==> config.mk <==
export PLATFORM = sky130hd
export DESIGN_NAME = mix_chain_pipe
export DESIGN_NICKNAME = d
export VERILOG_FILES = /design/src/rtl/mix_chain_pipe.sv
export SDC_FILE = /design/constraint.sdc
export NUM_CORES = 1
export LEC_CHECK = 0
export BUFFER_PORTS_ARGS = -buffer_cell sky130_fd_sc_hd__buf_2
export CAP_MARGIN = 20
export CORE_MARGIN = 5
export CORE_UTILIZATION = 47
export DETAILED_ROUTE_END_ITERATION = 12
export GPL_TIMING_DRIVEN = 0
export PLACE_DENSITY_LB_ADDON = 0.2
export SKIP_LAST_GASP = 1
export SLEW_MARGIN = 0
export SYNTH_ARGS = -nofsm -noshare
export SYNTH_HDL_FRONTEND = slang
export SYNTH_SLANG_ARGS = --single-unit
==> constraint.sdc <==
create_clock -name clk -period 2.45 [get_ports clk]
set_input_delay 0.49 -clock clk [delete_from_list [all_inputs] [get_ports clk]]
set_output_delay 0.49 -clock clk [all_outputs]
set_load 0.05 [all_outputs]
==> src/rtl/mix_chain_pipe.sv <==
// Pipelined AND/OR/XOR/rotate mixer, one round per register stage.
// Optional output transfer counter enabled by MIXP_CNT_EN.
module mix_chain_pipe #(
    parameter int WIDTH  = 8,
    parameter int STAGES = 4
) (
    input  logic             clk,
    input  logic             rst,
    input  logic             in_valid,
    output logic             in_ready,
    input  logic [WIDTH-1:0] a,
    input  logic [WIDTH-1:0] b,
    input  logic [WIDTH-1:0] c,
    input  logic [WIDTH-1:0] d,
    output logic             out_valid,
    input  logic             out_ready,
    output logic [WIDTH-1:0] y1,
    output logic [WIDTH-1:0] y2
`ifdef MIXP_CNT_EN
    ,
    output logic [15:0]      out_cnt
`endif
);

    function automatic logic [WIDTH-1:0] rotl1(input logic [WIDTH-1:0] v);
        return {v[WIDTH-2:0], v[WIDTH-1]};
    endfunction

    logic [STAGES-1:0] v_q;
    logic [WIDTH-1:0]  x_q [STAGES];
    logic [WIDTH-1:0]  z_q [STAGES];
    logic [WIDTH-1:0]  r_q [STAGES];
    logic [WIDTH-1:0]  m_q [STAGES];

    logic [STAGES-1:0] adv;
    logic [STAGES-1:0] vin_d;
    logic [WIDTH-1:0]  xu [STAGES];
    logic [WIDTH-1:0]  zu [STAGES];
    logic [WIDTH-1:0]  x_d [STAGES];
    logic [WIDTH-1:0]  z_d [STAGES];
    logic [WIDTH-1:0]  r_d [STAGES];
    logic [WIDTH-1:0]  m_d [STAGES];

    // A stage may advance if it or any stage downstream of it has a hole.
    always_comb begin
        logic acc;
        acc = out_ready;
        for (int i = STAGES - 1; i >= 0; i--) begin
            acc    = acc | ~v_q[i];
            adv[i] = acc;
        end
    end

    always_comb begin
        vin_d[0] = in_valid;
        xu[0]    = a | b | c;
        zu[0]    = a & b & c & ~d;
        r_d[0]   = a ^ b ^ c;
        m_d[0]   = ~d;
        for (int i = 1; i < STAGES; i++) begin
            vin_d[i] = v_q[i-1];
            xu[i]    = x_q[i-1];
            zu[i]    = z_q[i-1];
            r_d[i]   = r_q[i-1];
            m_d[i]   = m_q[i-1];
        end
        for (int i = 0; i < STAGES; i++) begin
            x_d[i] = rotl1(xu[i] ^ zu[i]) ^ (xu[i] & r_d[i]);
            z_d[i] = (xu[i] & zu[i]) | (r_d[i] & m_d[i]);
        end
    end

    always_ff @(posedge clk) begin
        if (rst) begin
            v_q <= '0;
            for (int i = 0; i < STAGES; i++) begin
                x_q[i] <= '0;
                z_q[i] <= '0;
                r_q[i] <= '0;
                m_q[i] <= '0;
            end
        end else begin
            for (int i = 0; i < STAGES; i++) begin
                if (adv[i]) begin
                    v_q[i] <= vin_d[i];
                    x_q[i] <= x_d[i];
                    z_q[i] <= z_d[i];
                    r_q[i] <= r_d[i];
                    m_q[i] <= m_d[i];
                end
            end
        end
    end

    assign in_ready  = adv[0] & ~rst;
    assign out_valid = v_q[STAGES-1];
    // Bubbles keep stale data, so mask the results when nothing is valid.
    assign y1 = out_valid ? (x_q[STAGES-1] ^ z_q[STAGES-1]) : '0;
    assign y2 = out_valid ? (x_q[STAGES-1] | z_q[STAGES-1]) : '0;

`ifdef MIXP_CNT_EN
    logic [15:0] cnt_q;
    logic [15:0] cnt_d;

    always_comb begin
        cnt_d = cnt_q;
        if (out_valid && out_ready && cnt_q != 16'hFFFF) begin
            cnt_d = cnt_q + 16'd1;
        end
    end

    always_ff @(posedge clk) begin
        if (rst) begin
            cnt_q <= '0;
        end else begin
            cnt_q <= cnt_d;
        end
    end

    assign out_cnt = cnt_q;
`endif

endmodule
==> impl_metrics.ini, run 1 <==
[status]
status = complete, no violations

[yosys]
ys_ff_latch = 116
yosys-top-cells-area = edfxtp_1 56%, ha_1 12%, nor2_1 5.3%
synth_warnings = 0
synth_area_per_cell_sq_um = 11.8
yosysTopAreaCell = edfxtp_1
netlist_area_sq_mm = 0.00599
ys_seq_area_frac = 0.575
synth_edf_count = 112
netlist_instances = 509
syn-num-nets = 601
synthArstFlopShare = 0
synth_top_area_share = 0.562
yosys_most_used_dff = edfxtp_1
synth_cell_type_count = 28

[grt]
grt_max_degree = 33
grt_pass1_vias = 3490
grt_pass1_wl_um = 15400
grt_overflow = 0
grt_antenna_before_repair = 0
grt_use_total = 0.132

[setup_path]
path_buf_inv = 4
arrival_ps = 1800
cp.required_ps = 1960
endpoint_kind = output pin
cp_max_fo = 10
rrSetupSlack_ps = 470
path_class = flip-flop to output pin
critPathMaxStageDelay_ps = 380
timing.rr.start = v_q[3]
slowest_stage = dfxtp_1
worst_setup_path_start_kind = flip-flop
path_delay_family = buffers and inverters
r2r_cells = 5
reg2reg_to = x_q[1][2]
crit_top_cell = buf_6
crit_chain = and3b_1 -> buf_6 -> a31o_1 -> buf_6 -> inv_4 -> buf_6

[floorplanning]
rows = 41
initial_core_util = 0.476
die_area_sq_mm = 0.0151
chipHeight_um = 123
dieWidth_um = 123
ios = 54
core_area_sq_mm = 0.0126

[clocking]
cts_buffers = 17
cts_root_buf = clkbuf_16
clk_latency_ps = 410
cts_buffer_depth = 2
clkTransAtPathRegs_ps = 50
cts_sinks = 116
h-tree-depth = 4
cts_tree = done

[power_and_ir_drop]
swShare = 0.205
seqPwrFrac = 0.449
p_sw_mw = 1.09
pwr-share-clk = 0.467
power.density_mw_per_mm2 = 741
combPwrFrac = 0.084
power_mw = 5.29
ir_drop_uv = 428
p_int_mw = 4.20
p_leak_nw = 3.14

[layout]
num-nets-final = 675
antennaDiodeCount = 0
drive_above_1_share = 0.166
syn2layout_area_growth_pct = 19.3
fill_cells = 1064

[sta]
period_needed_ps = 2290
rsz0062_at_grt = true
drv_slew = 0
finClkSkew_ps = 11.3
hold_slack_ps = 307
max_freq_ghz = 0.436
tightestPinTransition_ps = 674
fin_crit_sh = 0.936
worst_slew_margin_rel = 0.551
hold_viol = 0
finalSetupViolations = 0

[place]
place_hpwl_um = 6720
place_congestion = 0.786
portBuffers = 53

[detailed_routing]
wl_per_cell_um = 11.2
drc = 0
firstDrtPassIters = 4
vias = 3434
vias_per_cell = 4.47
drtIter0Drc = 98
routed_wl_um = 8600
ant_nets = 0

[min_path]
hp-start = in_valid
hold_class = input port to flip-flop
hold_depth = 3
hold_end = v_q[0]

[run]
drv_cap = 0
==> how the worst max path moves through the flow <==
stage | from | cells after the start | end
after floorplan | v_q[3] | 4 | m_q[0][10]
after global placement | out_ready | 5 | m_q[0][13]
after detailed placement | out_ready | 5 | z_q[0][5]
after CTS | v_q[3] | 6 | in_ready
after global routing | v_q[3] | 6 | in_ready
final | v_q[3] | 6 | in_ready
==> metal layers <==
metal	global-route usage	share of wire
met5	0	0
met2	0.220	0.49
met4	0.0567	0.017
met3	0.0461	0.056
met1	0.154	0.43
==> cell usage after synthesis (5+ instances only) <==
| master | number |
|---|---|
| ha_1 | 56 |
| edfxtp_1 | 112 |
| nand2_1 | 30 |
| buf_6 | 5 |
| xor2_1 | 24 |
| nor2_1 | 84 |
| nor2b_1 | 18 |
| nor3b_1 | 8 |
| nor3_1 | 12 |
| inv_1 | 33 |
| a21oi_1 | 25 |
| xnor2_1 | 8 |
| o21a_1 | 16 |
| and2_1 | 40 |
| clkbuf_1 | 5 |
| nand2b_1 | 9 |
==> metrics by stage <==
| stage | instance area [sq um] | TNS (ps) | std cells | util | worst slack [ps] |
|---|---|---|---|---|---|
| global placement | 6470 | -2350 | 734 | 0.515 | -75.6 |
| floorplan | 5990 | 0 | 509 | - | 107 |
| detailed placement | 6500 | 0 | 735 | 0.517 | 90.7 |
| CTS | 7100 | 0 | 767 | 0.565 | 30.4 |
| finish | 7140 | 0 | 768 | 0.568 | 156 |
| global route | 7140 | -2.67 | 768 | 0.568 | -2.67 |
==> repair_timing <==
| item | in CTS | in global routing |
|---|---|---|
| hold buffers | 0 | 0 |
| hold endpoints to repair | 0 | 0 |
| buffers inserted | 0 | 0 |
| resized for setup | 2 | 2 |
| endpoints found under the setup margin | 1 | 33 |
==> cells by family (layout without fill, tap and decap cells) <==
group,after synthesis,after routing,share of synthesized area
adder cells (fa/ha/maj),56,56,0.117
AND/OR/NAND/NOR,212,212,0.177
buffers and inverters,48,135,0.0376
flip-flops,116,116,0.575
XOR/XNOR,32,32,0.0468
AO/OA/AOI/OAI,45,45,0.0462
==> power by group through the flow <==
| stage | clock, mW | combinational (mW) | sequential [mW] |
|---|---|---|---|
| finish | 2.47 | 0.445 | 2.37 |
| global route | 2.61 | 0.520 | 2.39 |
| CTS | 2.51 | 0.457 | 2.38 |
| detailed placement | 0 | 0.452 | 2.41 |
| global placement | 0 | 0.441 | 2.41 |
| floorplan | 0 | 0.332 | 2.40 |
==> final cells by class <==
cell class / instances / area (sq um) / share of cell area
Clock inverter: 12 / 161 / 0.0226
Clock buffer: 20 / 437 / 0.0612
Sequential cell: 116 / 3440 / 0.482
Tap cell: 172 / 215 / 0.0301
Multi-Input combinational cell: 345 / 2330 / 0.326
Buffer: 14 / 97.6 / 0.0137
Inverter: 34 / 130 / 0.0182
Timing Repair Buffer: 55 / 327 / 0.0457
==> layout by cell type, fill, tap and decap left out, drive strengths merged, types with 2 or more instances in the layout <==
master | synthesis | layout
nor3 | 16 | 16
inv | 34 | 34
xor2 | 24 | 24
or2 | 2 | 2
clkbuf | 5 | 25
and3b | 4 | 4
nor2 | 84 | 84
edfxtp | 112 | 112
bufinv | 0 | 4
xnor2 | 8 | 8
o21a | 16 | 16
dfxtp | 4 | 4
nand2b | 9 | 9
clkinvlp | 0 | 2
nor2b | 18 | 18
nand2 | 30 | 30
buf | 9 | 64
ha | 56 | 56
clkinv | 0 | 6
a21oi | 26 | 26
and2 | 40 | 40
nor3b | 8 | 8
==> tightest hold or removal path, stage by stage <==
cell,delay [ps]
buf_2,70
a31oi_1,30
nor2_1,70
==> flip-flops by register name (all words and copies together) (netlist names) <==
register	flops
v_q	4
x_q	32
z_q	32
m_q	24
r_q	24
Note: power is estimated with default switching activity, not from simulation.
==> inputs of run 2 (changes only) <==
==> constraint.sdc (replaced) <==
create_clock -name clk -period 2.45 [get_ports clk]
set_input_delay 0.1225 -clock clk [delete_from_list [all_inputs] [get_ports clk]]
set_output_delay 0.1225 -clock clk [all_outputs]
set_load 0.05 [all_outputs]
==> run 2 against run 1 <==
Cell count grew 0.13%; first-iteration DRC count grew 3.1%; worst hold slack lost 270 ps; routed wire length is essentially flat; global-route usage is essentially flat; power is essentially flat; clock power is essentially flat; final area is essentially flat; combinational power is essentially flat; setup slack gained 200 ps; via count grew 0.15%; sequential cell count is the same.
==> impl_metrics.ini, run 2 (synthesis results as in run 1) <==
[status]
status = complete, no violations

[detailed_routing]
vias = 3439
drtIter0Drc = 101
vias_per_cell = 4.47
firstDrtPassIters = 4
wl_per_cell_um = 11.2
drc = 0
routed_wl_um = 8600
ant_nets = 0

[layout]
drive_above_1_share = 0.166
fill_cells = 1065
post-route-util = 0.568
antennaDiodeCount = 0
mostFrequentLayoutCell = edfxtp_1
largestRegisters = x_q: 32 flops, z_q: 32 flops
syn2layout_area_growth_pct = 19.3
fin_area_sq_mm = 0.00714
num-nets-final = 676
final_cell_mix = 112 x edfxtp_1, 84 x nor2_1, 56 x buf_2, 56 x ha_1, 40 x and2_1

[grt]
grt_pass1_wl_um = 15400
grt_use_total = 0.132
grt_antenna_before_repair = 0
grt_pass1_vias = 3488
grt_max_degree = 33
grt_overflow = 0

[floorplanning]
die_area_sq_mm = 0.0151
core_area_sq_mm = 0.0126
chipHeight_um = 123
rows = 41
ios = 54
initial_core_util = 0.476
dieWidth_um = 123

[clocking]
cts_buffer_depth = 2
cts_setup_buffers = 0
cts_tree = done
cts_buffers = 17
cts_sinks = 116
clk_latency_ps = 410
h-tree-depth = 4
cts_root_buf = clkbuf_16
clkTransAtPathRegs_ps = 50

[setup_path]
worst_setup_path_start_kind = flip-flop
endpoint_kind = output pin
path_class = flip-flop to output pin
cp_max_fo = 10
arrival_ps = 1970
cp.required_ps = 2330

[sta]
tightestPinTransition_ps = 670
finClkSkew_ps = 11.2
hold_slack_ps = 31.8
period_needed_ps = 2090
max_freq_ghz = 0.478
hold_viol = 0
rsz0062_at_grt = false
fin_crit_sh = 0.853
worst_slack_ps = 360
fin_tns_setup_ps = 0
finalSetupViolations = 0
drv_slew = 0
worst_slew_margin_rel = 0.553

[place]
place_ws_ps = 186
placed_area_sq_mm = 0.00650
place_hpwl_um = 6720
portBuffers = 53
place_congestion = 0.786

[power_and_ir_drop]
combPwrFrac = 0.084
seqPwrFrac = 0.449
ir_drop_uv = 428
swShare = 0.205
power.density_mw_per_mm2 = 741
pwr-share-clk = 0.467
p_int_mw = 4.20
p_leak_nw = 3.14
p_sw_mw = 1.09

[min_path]
hold_class = input port to flip-flop

[run]
drv_cap = 0
-- run 2: metrics by stage --
step / total power [mW] / instances
after CTS: 5.35 / 768
after detailed placement: 2.87 / 735
after global placement: 2.85 / 734
after global routing: 5.52 / 769
final: 5.29 / 769
after floorplan: 2.73 / 509
-- run 2: worst max-delay path, stage by stage (launching register included) --
cell     delay [ps]
dfxtp_1         380
and3b_1         230
buf_6           130
a31o_1          230
buf_6           140
inv_2           150
buf_2           300
-- run 2: worst paths after layout --
kind,startpoint,end,slack [ps],cells after the start
worst min-delay path,d[4],m_q[0][4],30,2
worst min register to register,v_q[2],v_q[3],490,2
worst max register to register,v_q[3],x_q[1][2],470,5
worst max-delay path,v_q[3],in_ready,360,6
-- run 2: cell type report --
| cell class | count | area, sq um | area share |
|---|---|---|---|
| sequential | 116 | 3440 | 0.482 |
| buffer | 14 | 97.6 | 0.0137 |
| inverter | 34 | 128 | 0.0179 |
| clock inverter | 12 | 161 | 0.0226 |
| tap | 172 | 215 | 0.0301 |
| timing repair buffer | 56 | 330 | 0.0463 |
| clock buffer | 20 | 437 | 0.0611 |
| multi-input combinational | 345 | 2330 | 0.326 |
-- run 2: repair_timing --
item                       in CTS  in global routing
hold endpoints to repair        1                  0
setup endpoints to repair       0                 32
hold buffers                    1                  0
gates resized for setup         0                  1
-- run 2: metal layers --
layer,vias to the layer above,track usage,wire length [um]
met5,-,0,0
met4,0,0.0567,144
met3,10,0.0452,472
met2,69,0.220,4230
met1,1475,0.154,3750
li1,1885,-,-
-- run 2: power groups by stage --
stage / Sequential, mW / Combinational [mW] / Clock [mW]
6_report: 2.37 / 0.444 / 2.47
5_1_grt: 2.39 / 0.519 / 2.61
4_1_cts: 2.38 / 0.457 / 2.51
3_5_place_dp: 2.41 / 0.452 / 0
3_3_place_gp: 2.41 / 0.441 / 0
2_1_floorplan: 2.40 / 0.332 / 0
